## config.mk

```make
export PLATFORM = sky130hd
export DESIGN_NAME = ifft8_seq
export DESIGN_NICKNAME = d
export VERILOG_FILES = /design/src/rtl/ifft8_seq.sv
export SDC_FILE = /design/constraint.sdc
export NUM_CORES = 2
export LEC_CHECK = 0
export BUFFER_PORTS_ARGS = -buffer_cell sky130_fd_sc_hd__buf_4
export CAP_MARGIN = 25
export CELL_PAD_IN_SITES_DETAIL_PLACEMENT = 0
export CELL_PAD_IN_SITES_GLOBAL_PLACEMENT = 1
export CORE_MARGIN = 5
export CORE_UTILIZATION = 52
export CTS_BUF_LIST = sky130_fd_sc_hd__clkbuf_8 sky130_fd_sc_hd__clkbuf_16
export DETAILED_ROUTE_END_ITERATION = 16
export GPL_ROUTABILITY_DRIVEN = 0
export PLACE_DENSITY = 0.9
export SLEW_MARGIN = 20
export SYNTH_ARGS = -nofsm -noshare
export SYNTH_HDL_FRONTEND = slang
export SYNTH_SLANG_ARGS = --single-unit
```

## constraint.sdc

```tcl
create_clock -name clk -period 15.9 [get_ports clk]
set_input_delay 0.795 -clock clk [delete_from_list [all_inputs] [get_ports clk]]
set_output_delay 0.795 -clock clk [all_outputs]
set_load 0.005 [all_outputs]
```

## src/rtl/ifft8_seq.sv

```systemverilog
// 8-point radix-2 DIT inverse FFT: one shared real multiplier, frame-wide valid/ready handshakes.
// Optional build macro IFFT_ROUND_EN: round-half-up on the final 1/8 scaling instead of truncation.
module ifft8_seq #(
  parameter int DW   = 16,
  parameter int FRAC = 8,
  parameter int TW_C = 181
) (
  input  logic            clk,
  input  logic            rst,
  input  logic            in_valid,
  output logic            in_ready,
  input  logic [8*DW-1:0] in_re,
  input  logic [8*DW-1:0] in_im,
  output logic            out_valid,
  input  logic            out_ready,
  output logic [8*DW-1:0] out_re,
  output logic [8*DW-1:0] out_im
);

  localparam int GW = DW + 3;
  localparam int PW = GW + DW;
  localparam logic signed [DW-1:0] C = DW'(TW_C);

  typedef logic signed [GW-1:0] g_t;

  typedef enum logic [2:0] {
    IDLE, S12, M0, M1, M2, M3, S3, OUT
  } state_t;

  state_t r_state, w_next;

  logic signed [DW-1:0] r_xre [8];
  logic signed [DW-1:0] r_xim [8];
  g_t                   r_bre [8];
  g_t                   r_bim [8];
  g_t                   r_c   [4];
  logic [8*DW-1:0]      r_out_re, r_out_im;
  logic                 r_out_valid;

  logic                 w_accept;
  g_t                   w_are [8];
  g_t                   w_aim [8];
  g_t                   w_bre [8];
  g_t                   w_bim [8];
  g_t                   w_yre [8];
  g_t                   w_yim [8];
  g_t                   w_opd, w_m;
  logic signed [PW-1:0] w_prod;
  logic [8*DW-1:0]      w_out_re, w_out_im;

  function automatic g_t sx(input logic signed [DW-1:0] v);
    return g_t'(v);
  endfunction

  function automatic logic [DW-1:0] scale(input g_t v);
`ifdef IFFT_ROUND_EN
    logic signed [GW:0] t;
    t = (GW+1)'(v) + (GW+1)'(4);
    return DW'(t >>> 3);
`else
    return DW'(v >>> 3);
`endif
  endfunction

  assign in_ready  = (r_state == IDLE) & ~rst;
  assign w_accept  = in_valid & in_ready;
  assign out_valid = r_out_valid;
  assign out_re    = r_out_re;
  assign out_im    = r_out_im;

  always_ff @(posedge clk) begin
    if (rst) r_state <= IDLE;
    else     r_state <= w_next;
  end

  always_comb begin
    w_next = r_state;
    case (r_state)
      IDLE:    if (w_accept) w_next = S12;
      S12:     w_next = M0;
      M0:      w_next = M1;
      M1:      w_next = M2;
      M2:      w_next = M3;
      M3:      w_next = S3;
      S3:      w_next = OUT;
      OUT:     if (r_out_valid && out_ready) w_next = IDLE;
      default: w_next = IDLE;
    endcase
  end

  // Stages 1+2 per half; half h consumes inputs h, h+4, h+2, h+6 (bit-reversed order).
  always_comb begin
    for (int unsigned k = 0; k < 8; k++) begin
      w_are[k] = '0;
      w_aim[k] = '0;
      w_bre[k] = '0;
      w_bim[k] = '0;
    end
    for (int unsigned h = 0; h < 2; h++) begin
      w_are[4*h]   = sx(r_xre[h])   + sx(r_xre[h+4]);
      w_aim[4*h]   = sx(r_xim[h])   + sx(r_xim[h+4]);
      w_are[4*h+1] = sx(r_xre[h])   - sx(r_xre[h+4]);
      w_aim[4*h+1] = sx(r_xim[h])   - sx(r_xim[h+4]);
      w_are[4*h+2] = sx(r_xre[h+2]) + sx(r_xre[h+6]);
      w_aim[4*h+2] = sx(r_xim[h+2]) + sx(r_xim[h+6]);
      w_are[4*h+3] = sx(r_xre[h+2]) - sx(r_xre[h+6]);
      w_aim[4*h+3] = sx(r_xim[h+2]) - sx(r_xim[h+6]);

      w_bre[4*h]   = w_are[4*h] + w_are[4*h+2];
      w_bim[4*h]   = w_aim[4*h] + w_aim[4*h+2];
      w_bre[4*h+2] = w_are[4*h] - w_are[4*h+2];
      w_bim[4*h+2] = w_aim[4*h] - w_aim[4*h+2];
      w_bre[4*h+1] = w_are[4*h+1] - w_aim[4*h+3];
      w_bim[4*h+1] = w_aim[4*h+1] + w_are[4*h+3];
      w_bre[4*h+3] = w_are[4*h+1] + w_aim[4*h+3];
      w_bim[4*h+3] = w_aim[4*h+1] - w_are[4*h+3];
    end
  end

  always_comb begin
    w_opd = '0;
    case (r_state)
      M0:      w_opd = r_bre[5] - r_bim[5];
      M1:      w_opd = r_bre[5] + r_bim[5];
      M2:      w_opd = r_bre[7] + r_bim[7];
      M3:      w_opd = r_bre[7] - r_bim[7];
      default: w_opd = '0;
    endcase
  end

  assign w_prod = $signed(PW'(w_opd)) * $signed(PW'(C));
  assign w_m    = g_t'(w_prod >>> FRAC);

  // W1*b5 = (c0, c1), W3*b7 = (-c2, c3).
  always_comb begin
    w_yre[0] = r_bre[0] + r_bre[4];
    w_yim[0] = r_bim[0] + r_bim[4];
    w_yre[4] = r_bre[0] - r_bre[4];
    w_yim[4] = r_bim[0] - r_bim[4];
    w_yre[1] = r_bre[1] + r_c[0];
    w_yim[1] = r_bim[1] + r_c[1];
    w_yre[5] = r_bre[1] - r_c[0];
    w_yim[5] = r_bim[1] - r_c[1];
    w_yre[2] = r_bre[2] - r_bim[6];
    w_yim[2] = r_bim[2] + r_bre[6];
    w_yre[6] = r_bre[2] + r_bim[6];
    w_yim[6] = r_bim[2] - r_bre[6];
    w_yre[3] = r_bre[3] - r_c[2];
    w_yim[3] = r_bim[3] + r_c[3];
    w_yre[7] = r_bre[3] + r_c[2];
    w_yim[7] = r_bim[3] - r_c[3];
    w_out_re = '0;
    w_out_im = '0;
    for (int unsigned k = 0; k < 8; k++) begin
      w_out_re[DW*k +: DW] = scale(w_yre[k]);
      w_out_im[DW*k +: DW] = scale(w_yim[k]);
    end
  end

  always_ff @(posedge clk) begin
    if (rst) begin
      for (int unsigned k = 0; k < 8; k++) begin
        r_xre[k] <= '0;
        r_xim[k] <= '0;
        r_bre[k] <= '0;
        r_bim[k] <= '0;
      end
      for (int unsigned k = 0; k < 4; k++) r_c[k] <= '0;
      r_out_re    <= '0;
      r_out_im    <= '0;
      r_out_valid <= 1'b0;
    end else begin
      case (r_state)
        IDLE: begin
          if (w_accept) begin
            for (int unsigned k = 0; k < 8; k++) begin
              r_xre[k] <= in_re[DW*k +: DW];
              r_xim[k] <= in_im[DW*k +: DW];
            end
          end
        end
        S12: begin
          for (int unsigned k = 0; k < 8; k++) begin
            r_bre[k] <= w_bre[k];
            r_bim[k] <= w_bim[k];
          end
        end
        M0: r_c[0] <= w_m;
        M1: r_c[1] <= w_m;
        M2: r_c[2] <= w_m;
        M3: r_c[3] <= w_m;
        S3: begin
          r_out_re    <= w_out_re;
          r_out_im    <= w_out_im;
          r_out_valid <= 1'b1;
        end
        OUT: if (out_ready) r_out_valid <= 1'b0;
        default: ;
      endcase
    end
  end

endmodule

```

=== Word-level counts from Yosys, hierarchy flattened ===
Memories as Yosys holds them, arrays and structs flattened.
Index checks and enable logic that the tools add are counted.

* $add $sub $neg: 52
* $mul: 1
* Eq/ne operators: 10
* Multiplexer cells: 63
* Bitwise gates (word level): 39
* Reduce and logical (&&, ||, !) cells: 5

{| class="wikitable"
|+ Operator list
! operator !! number
|-
| two-way mux 19 bit || 20
|-
| two-way mux 16 bit || 16
|-
| adder 19 bit || 10
|-
| subtractor 19 bit || 10
|-
| adder 17 x 17 -> 18 bit || 8
|-
| subtractor 17 x 17 -> 18 bit || 8
|-
| adder 16 x 16 -> 17 bit || 8
|-
| subtractor 16 x 16 -> 17 bit || 8
|-
| case mux 19 bit (4 select lines) || 1
|-
| OR 1 bit || 36
|-
| multiplier 19 x 9 -> 27 bit, second input constant || 1
|-
| case mux 3 bit (8 select lines) || 1
|-
| two-way mux 1 bit || 22
|-
| equality test 3 bit, second input constant || 4
|-
| equality test 3 x 2 -> 1 bit, second input constant || 2
|-
| two-way mux 3 bit || 2
|-
| inequality test 2 bit, second input constant || 3
|-
| AND reduction 2 bit || 2
|-
| equality test 3 x 1 -> 1 bit, second input constant || 1
|-
| logical NOT 3 bit || 1
|-
| AND 1 bit || 2
|-
| case mux 1 bit (2 select lines) || 1
|-
| nonzero test 2 bit || 1
|-
| logical AND 1 bit || 1
|-
| inverter 1 bit || 1
|}

* Register bits after elaboration: 260
* Bits in writable memories: 636
* Output and inout port bits: 258
* Memories: 5

{| class="wikitable"
|+ Memories
! memory !! words !! width !! read ports !! clocked after Yosys merged registers in !! write ports !! RTL line !! RTL
|-
| r_bim || 8 || 19 || 8 || 0 || 8 || 35 || <nowiki>g_t r_bim [8];</nowiki>
|-
| r_bre || 8 || 19 || 8 || 0 || 8 || 34 || <nowiki>g_t r_bre [8];</nowiki>
|-
| r_xim || 8 || 16 || 8 || 0 || 8 || 33 || <nowiki>logic signed [DW-1:0] r_xim [8];</nowiki>
|-
| r_xre || 8 || 16 || 8 || 0 || 8 || 32 || <nowiki>logic signed [DW-1:0] r_xre [8];</nowiki>
|-
| r_c || 4 || 19 || 4 || 0 || 4 || 36 || <nowiki>g_t r_c [4];</nowiki>
|}

=== Logic depth before layout (Yosys ltp) ===
* Depth in word-level cells: 8
* Mapped depth: 37
* Mapped depth without buffers: 35

=== Least setup slack after synthesis ===
OpenSTA, ideal clock, no wires.

* Path kind: input to register
* From: input port rst
* To: memory r_bim[0][100] in the netlist's numbering (enable)
* Data arrival time: 6.043 ns
* Data required time: 13.744 ns
* Setup slack: 7.701 ns
* Cell stages on the path: 4
* Path buffers: 2
* Path through: inv_1 > clkbuf_1 > clkbuf_1 > nand2_1

{| class="wikitable"
|+ RTL lines
! element !! RTL line !! RTL
|-
| start: declaration || 9 || <nowiki>input logic rst,</nowiki>
|-
| end: declaration || 35 ||
|}

==> impl_metrics.csv <==
group,metric,value,unit
timing,timing.setup.tns,0,ns
global_route,first_pass_grt_wire_length,310,mm
clock_network,cts_buffer_depth,3,
power,leakage_power,34.7,nW
clock_network,insertion_delay,0.75,ns
timing,hold_viol_final,0,
placement,placement.io_buffers,517,
timing,final_slew_violations,0,
worst_setup_path,critical_path.slowest_cell,"fa_1",
final_layout,layout.nets,9120,
floorplan,rows,133,
final_layout,final_layout_size_suffix_gt1_share,10.2,%
yosys,ys.warnings.count,0,
final_layout,post_layout_nonfiller_instances,9699,
worst_setup_path,required_time_of_the_critical_path,16.36,ns
yosys,synthCells,7529,
global_route,first_global_vias,51630,
clock_network,htree_num_levels,3,
yosys,mappedNetlistNets,8791,
worst_setup_path,worstPathArrival,9.60,ns
detailed_routing,drt_pre_antenna_iters,6,
yosys,number_of_flops_mapped_to_enable_cells_by_yosys,616,
floorplan,die-area,139000,um2
worst_setup_path,crit_path_max_incr_delay,0.55,ns
yosys,synth_async_sr_flop_share,0,%
detailed_routing,drc_errors,0,
hold_path,holdCritPathClass,"input port to register",
yosys,synthDistinctLibCells,99,
floorplan,pin_count,518,
yosys,synth_sequential_area_ratio,34.7,%
floorplan,floorplan.die.width,373,um
hold_path,worst_hold_path_depth,2,
worst_setup_path,path_class,"register to register",
timing,tightest_slew,1.16,ns
floorplan,placeableCoreArea,131000,um2
hold_path,holdPathEnd,"r_xim[0][109]$_SDFFCE_PP0P_",
clock_network,ctsRootBufferMaster,"clkbuf_16",
clock_network,worst_setup_hold_path_clk_slew,0.06,ns
power,vdd.ir_drop.worst,0.0940,mV
power,total_power,11.8,mW
detailed_routing,remaining_number_of_nets_flagged_by_the_antenna_check_after_routing,0,
job,cap_viol_max_count,0,
yosys,netlist_area,68300,um2
global_route,grt_max_degree,232,
timing,period_share,57.5,%
yosys,synthTopCellsByArea,"edfxtp_1 (27%), ha_1 (17%), dfxtp_1 (7.6%)",
placement,detailed_place_hpwl,171,mm
worst_setup_path,startpoint_of_the_worst_slack_reg_to_reg_timing_path,"r_state[2]$_SDFFE_PP0P_",
timing,setup-violations-final,0,
placement,post-place-cells,9514,
detailed_routing,first_iter_violations,5582,
worst_setup_path,worstPathMaxFanout,13,
power,power-per-cell-area,154,nW/um2
timing,worst_clock_skew,0.0609,ns
clock_network,tritoncts_num_sinks,876,
timing,grt_setup_unrepaired,"no",
clock_network,cts_buffers,96,
clock_network,postCtsSetupBuffers,0,
yosys,synth_top_cell_area_share,27.1,%
global_route,global_route.usage.total,29.3,%
hold_path,hold_start,"in_im[109]",
clock_network,cts_resized,0,
clock_network,cts_tree,"built",
global_route,globalRoute.totalOverflow,0,
detailed_routing,detailroute.via_count,55304,
timing,finalCriticalPeriod,9.14,ns
yosys,synthesis.area_per_instance,9.08,um2
detailed_routing,detail_route.wirelength,211,mm
detailed_routing,post_drt_wl_per_cell,21.8,um
timing,max_clock_freq,109,MHz
outcome,status,"completed",
clock_network,post_cts_hold_fix_bufs,0,
floorplan,start_util,52.2,%
detailed_routing,detail_route.vias_per_cell,5.70,
yosys,synthFlopType,"edfxtp_1",
yosys,postSynthRegisterBits,876,
global_route,grt_antenna_before_repair,18,
worst_setup_path,timing.reg2reg.worst_path_depth,31,
yosys,post-synth-top-area-cell,"edfxtp_1",
final_layout,syn_to_final_growth,12.5,%
timing,slew_headroom,22.1,%
floorplan,die_h,373,um
worst_setup_path,start_kind,"register",
worst_setup_path,worst_path_most_repeated_cell,"inv_1",
worst_setup_path,rrSetupSlack,6.76,ns
worst_setup_path,regToRegEndpoint,"r_c[1][16]$_SDFFCE_PN0P_",
worst_setup_path,endpoint_kind,"register",
-- worst max-delay path by stage --
stage / slack (ns) / start / cells after the start / endpoint
finish: 6.76 / r_state[2]$_SDFFE_PP0P_ / 31 / r_c[1][16]$_SDFFCE_PN0P_
global route: 6.25 / r_state[2]$_SDFFE_PP0P_ / 31 / r_c[1][16]$_SDFFCE_PN0P_
global placement: 7.36 / r_state[2]$_SDFFE_PP0P_ / 31 / r_c[0][16]$_SDFFCE_PN0P_
floorplan: 7.70 / rst / 4 / r_bim[0][100]$_SDFFCE_PN0P_
CTS: 7.01 / r_state[2]$_SDFFE_PP0P_ / 31 / r_c[1][16]$_SDFFCE_PN0P_
detailed placement: 7.14 / r_state[2]$_SDFFE_PP0P_ / 31 / r_c[1][16]$_SDFFCE_PN0P_
-- layout by cell type (no fill, tap or decap), types with 16 or more instances in the layout --
cell       count
ha_1         918
inv_1        862
nor2_1       842
edfxtp_1     616
buf_4        537
xnor2_1      508
a21oi_1      505
nand2_1      375
dfxtp_1      260
o21ai_0      247
and3_1       245
nor3_1       176
xor2_1       160
nor2b_1      159
o21bai_1     134
a211oi_1     126
nand3_1      123
clkbuf_16    101
a21o_1        96
fa_1          84
or3_1         76
nand2b_1      71
o21a_1        45
o31ai_1       39
a31oi_1       38
nand3b_1      28
o211ai_1      27
o21ai_1       23
or2_2         23
nor3b_1       22
and2_1        22
nor4_1        21
o22ai_1       19
a311oi_1      19
o41ai_1       18
o2111ai_1     16
-- area by class of cell --
type / instances / area, um2
Clock buffer: 109 / 2640
Multi-Input combinational cell: 5492 / 40300
Antenna cell: 6 / 15.0
Inverter: 851 / 3190
Sequential cell: 876 / 23700
Clock inverter: 69 / 724
Fill cell: 11518 / 54100
Tap cell: 1755 / 2200
Timing Repair Buffer: 541 / 4110
-- cells by family (layout without fill, tap and decap cells) --
group                    count (synthesis)  count (layout)  share of synthesized area [%]
AO/OA/AOI/OAI                         1578            1578                           15.3
XOR/XNOR                               669             669                           8.58
adder cells (fa/ha/maj)               1002            1002                           19.3
buffers and inverters                 1161            1570                           6.41
flip-flops                             876             876                           34.7
multiplexers                             7               7                          0.108
other                                    0               6                              0
AND/OR/NAND/NOR                       2236            2236                           15.6
-- Yosys cell counts (134+ instances only) --
| master | number |
|---|---|
| xnor2_1 | 508 |
| edfxtp_1 | 616 |
| nand2_1 | 378 |
| o21bai_1 | 134 |
| clkbuf_1 | 279 |
| inv_1 | 850 |
| nor2_1 | 845 |
| a21oi_1 | 505 |
| and3_1 | 245 |
| nor2b_1 | 159 |
| o21ai_0 | 248 |
| ha_1 | 918 |
| xor2_1 | 160 |
| nor3_1 | 178 |
| dfxtp_1 | 260 |
-- power breakdown --
| part | leakage [nW] | total (mW) | switching [mW] | internal, mW |
|---|---|---|---|---|
| Sequential | 8.55 | 3.01 | 0.243 | 2.77 |
| Clock | 1.69 | 2.37 | 1.01 | 1.35 |
| Combinational | 24.4 | 6.44 | 3.99 | 2.45 |
-- routing by layer --
layer / up-vias / GRT usage, % / part of all wire (%)
met5: - / 0 / 0.037
met4: 12 / 10.1 / 3.6
met3: 310 / 5.42 / 8.4
met2: 2034 / 44.9 / 43
met1: 26360 / 41.8 / 45
li1: 26588 / - / -
-- sequential cells by signal (all words and copies together) (netlist names) --
| signal | cells |
|---|---|
| out_im | 128 |
| out_re | 128 |
| out_valid | 1 |
| r_bim | 142 |
| r_bre | 142 |
| r_c | 76 |
| r_state | 3 |
| r_xim | 128 |
| r_xre | 128 |
-- worst max-delay path, delay by kind of cell (launching register included) --
family	cells	cell delay [ns]
flops	1	0.51
compound gates	14	3.55
fa+ha+maj	6	2.47
buf+inv	4	0.37
mux	1	0.37
simple gates	5	1.15
xor+xnor	1	0.43
-- metrics by stage --
step / util, % / worst slack [ns] / hold WS [ns] / instance area (um2)
after floorplan: - / 7.70 / 0.448 / 68300
after global placement: 56.1 / 7.36 / 0.441 / 73500
after detailed placement: 56.1 / 7.14 / 0.447 / 73500
after CTS: 58.7 / 7.01 / 0.278 / 76900
after global routing: 58.7 / 6.25 / 0.300 / 76900
final: 58.7 / 6.76 / 0.333 / 76900
Note: power is estimated with default switching activity, not from simulation.
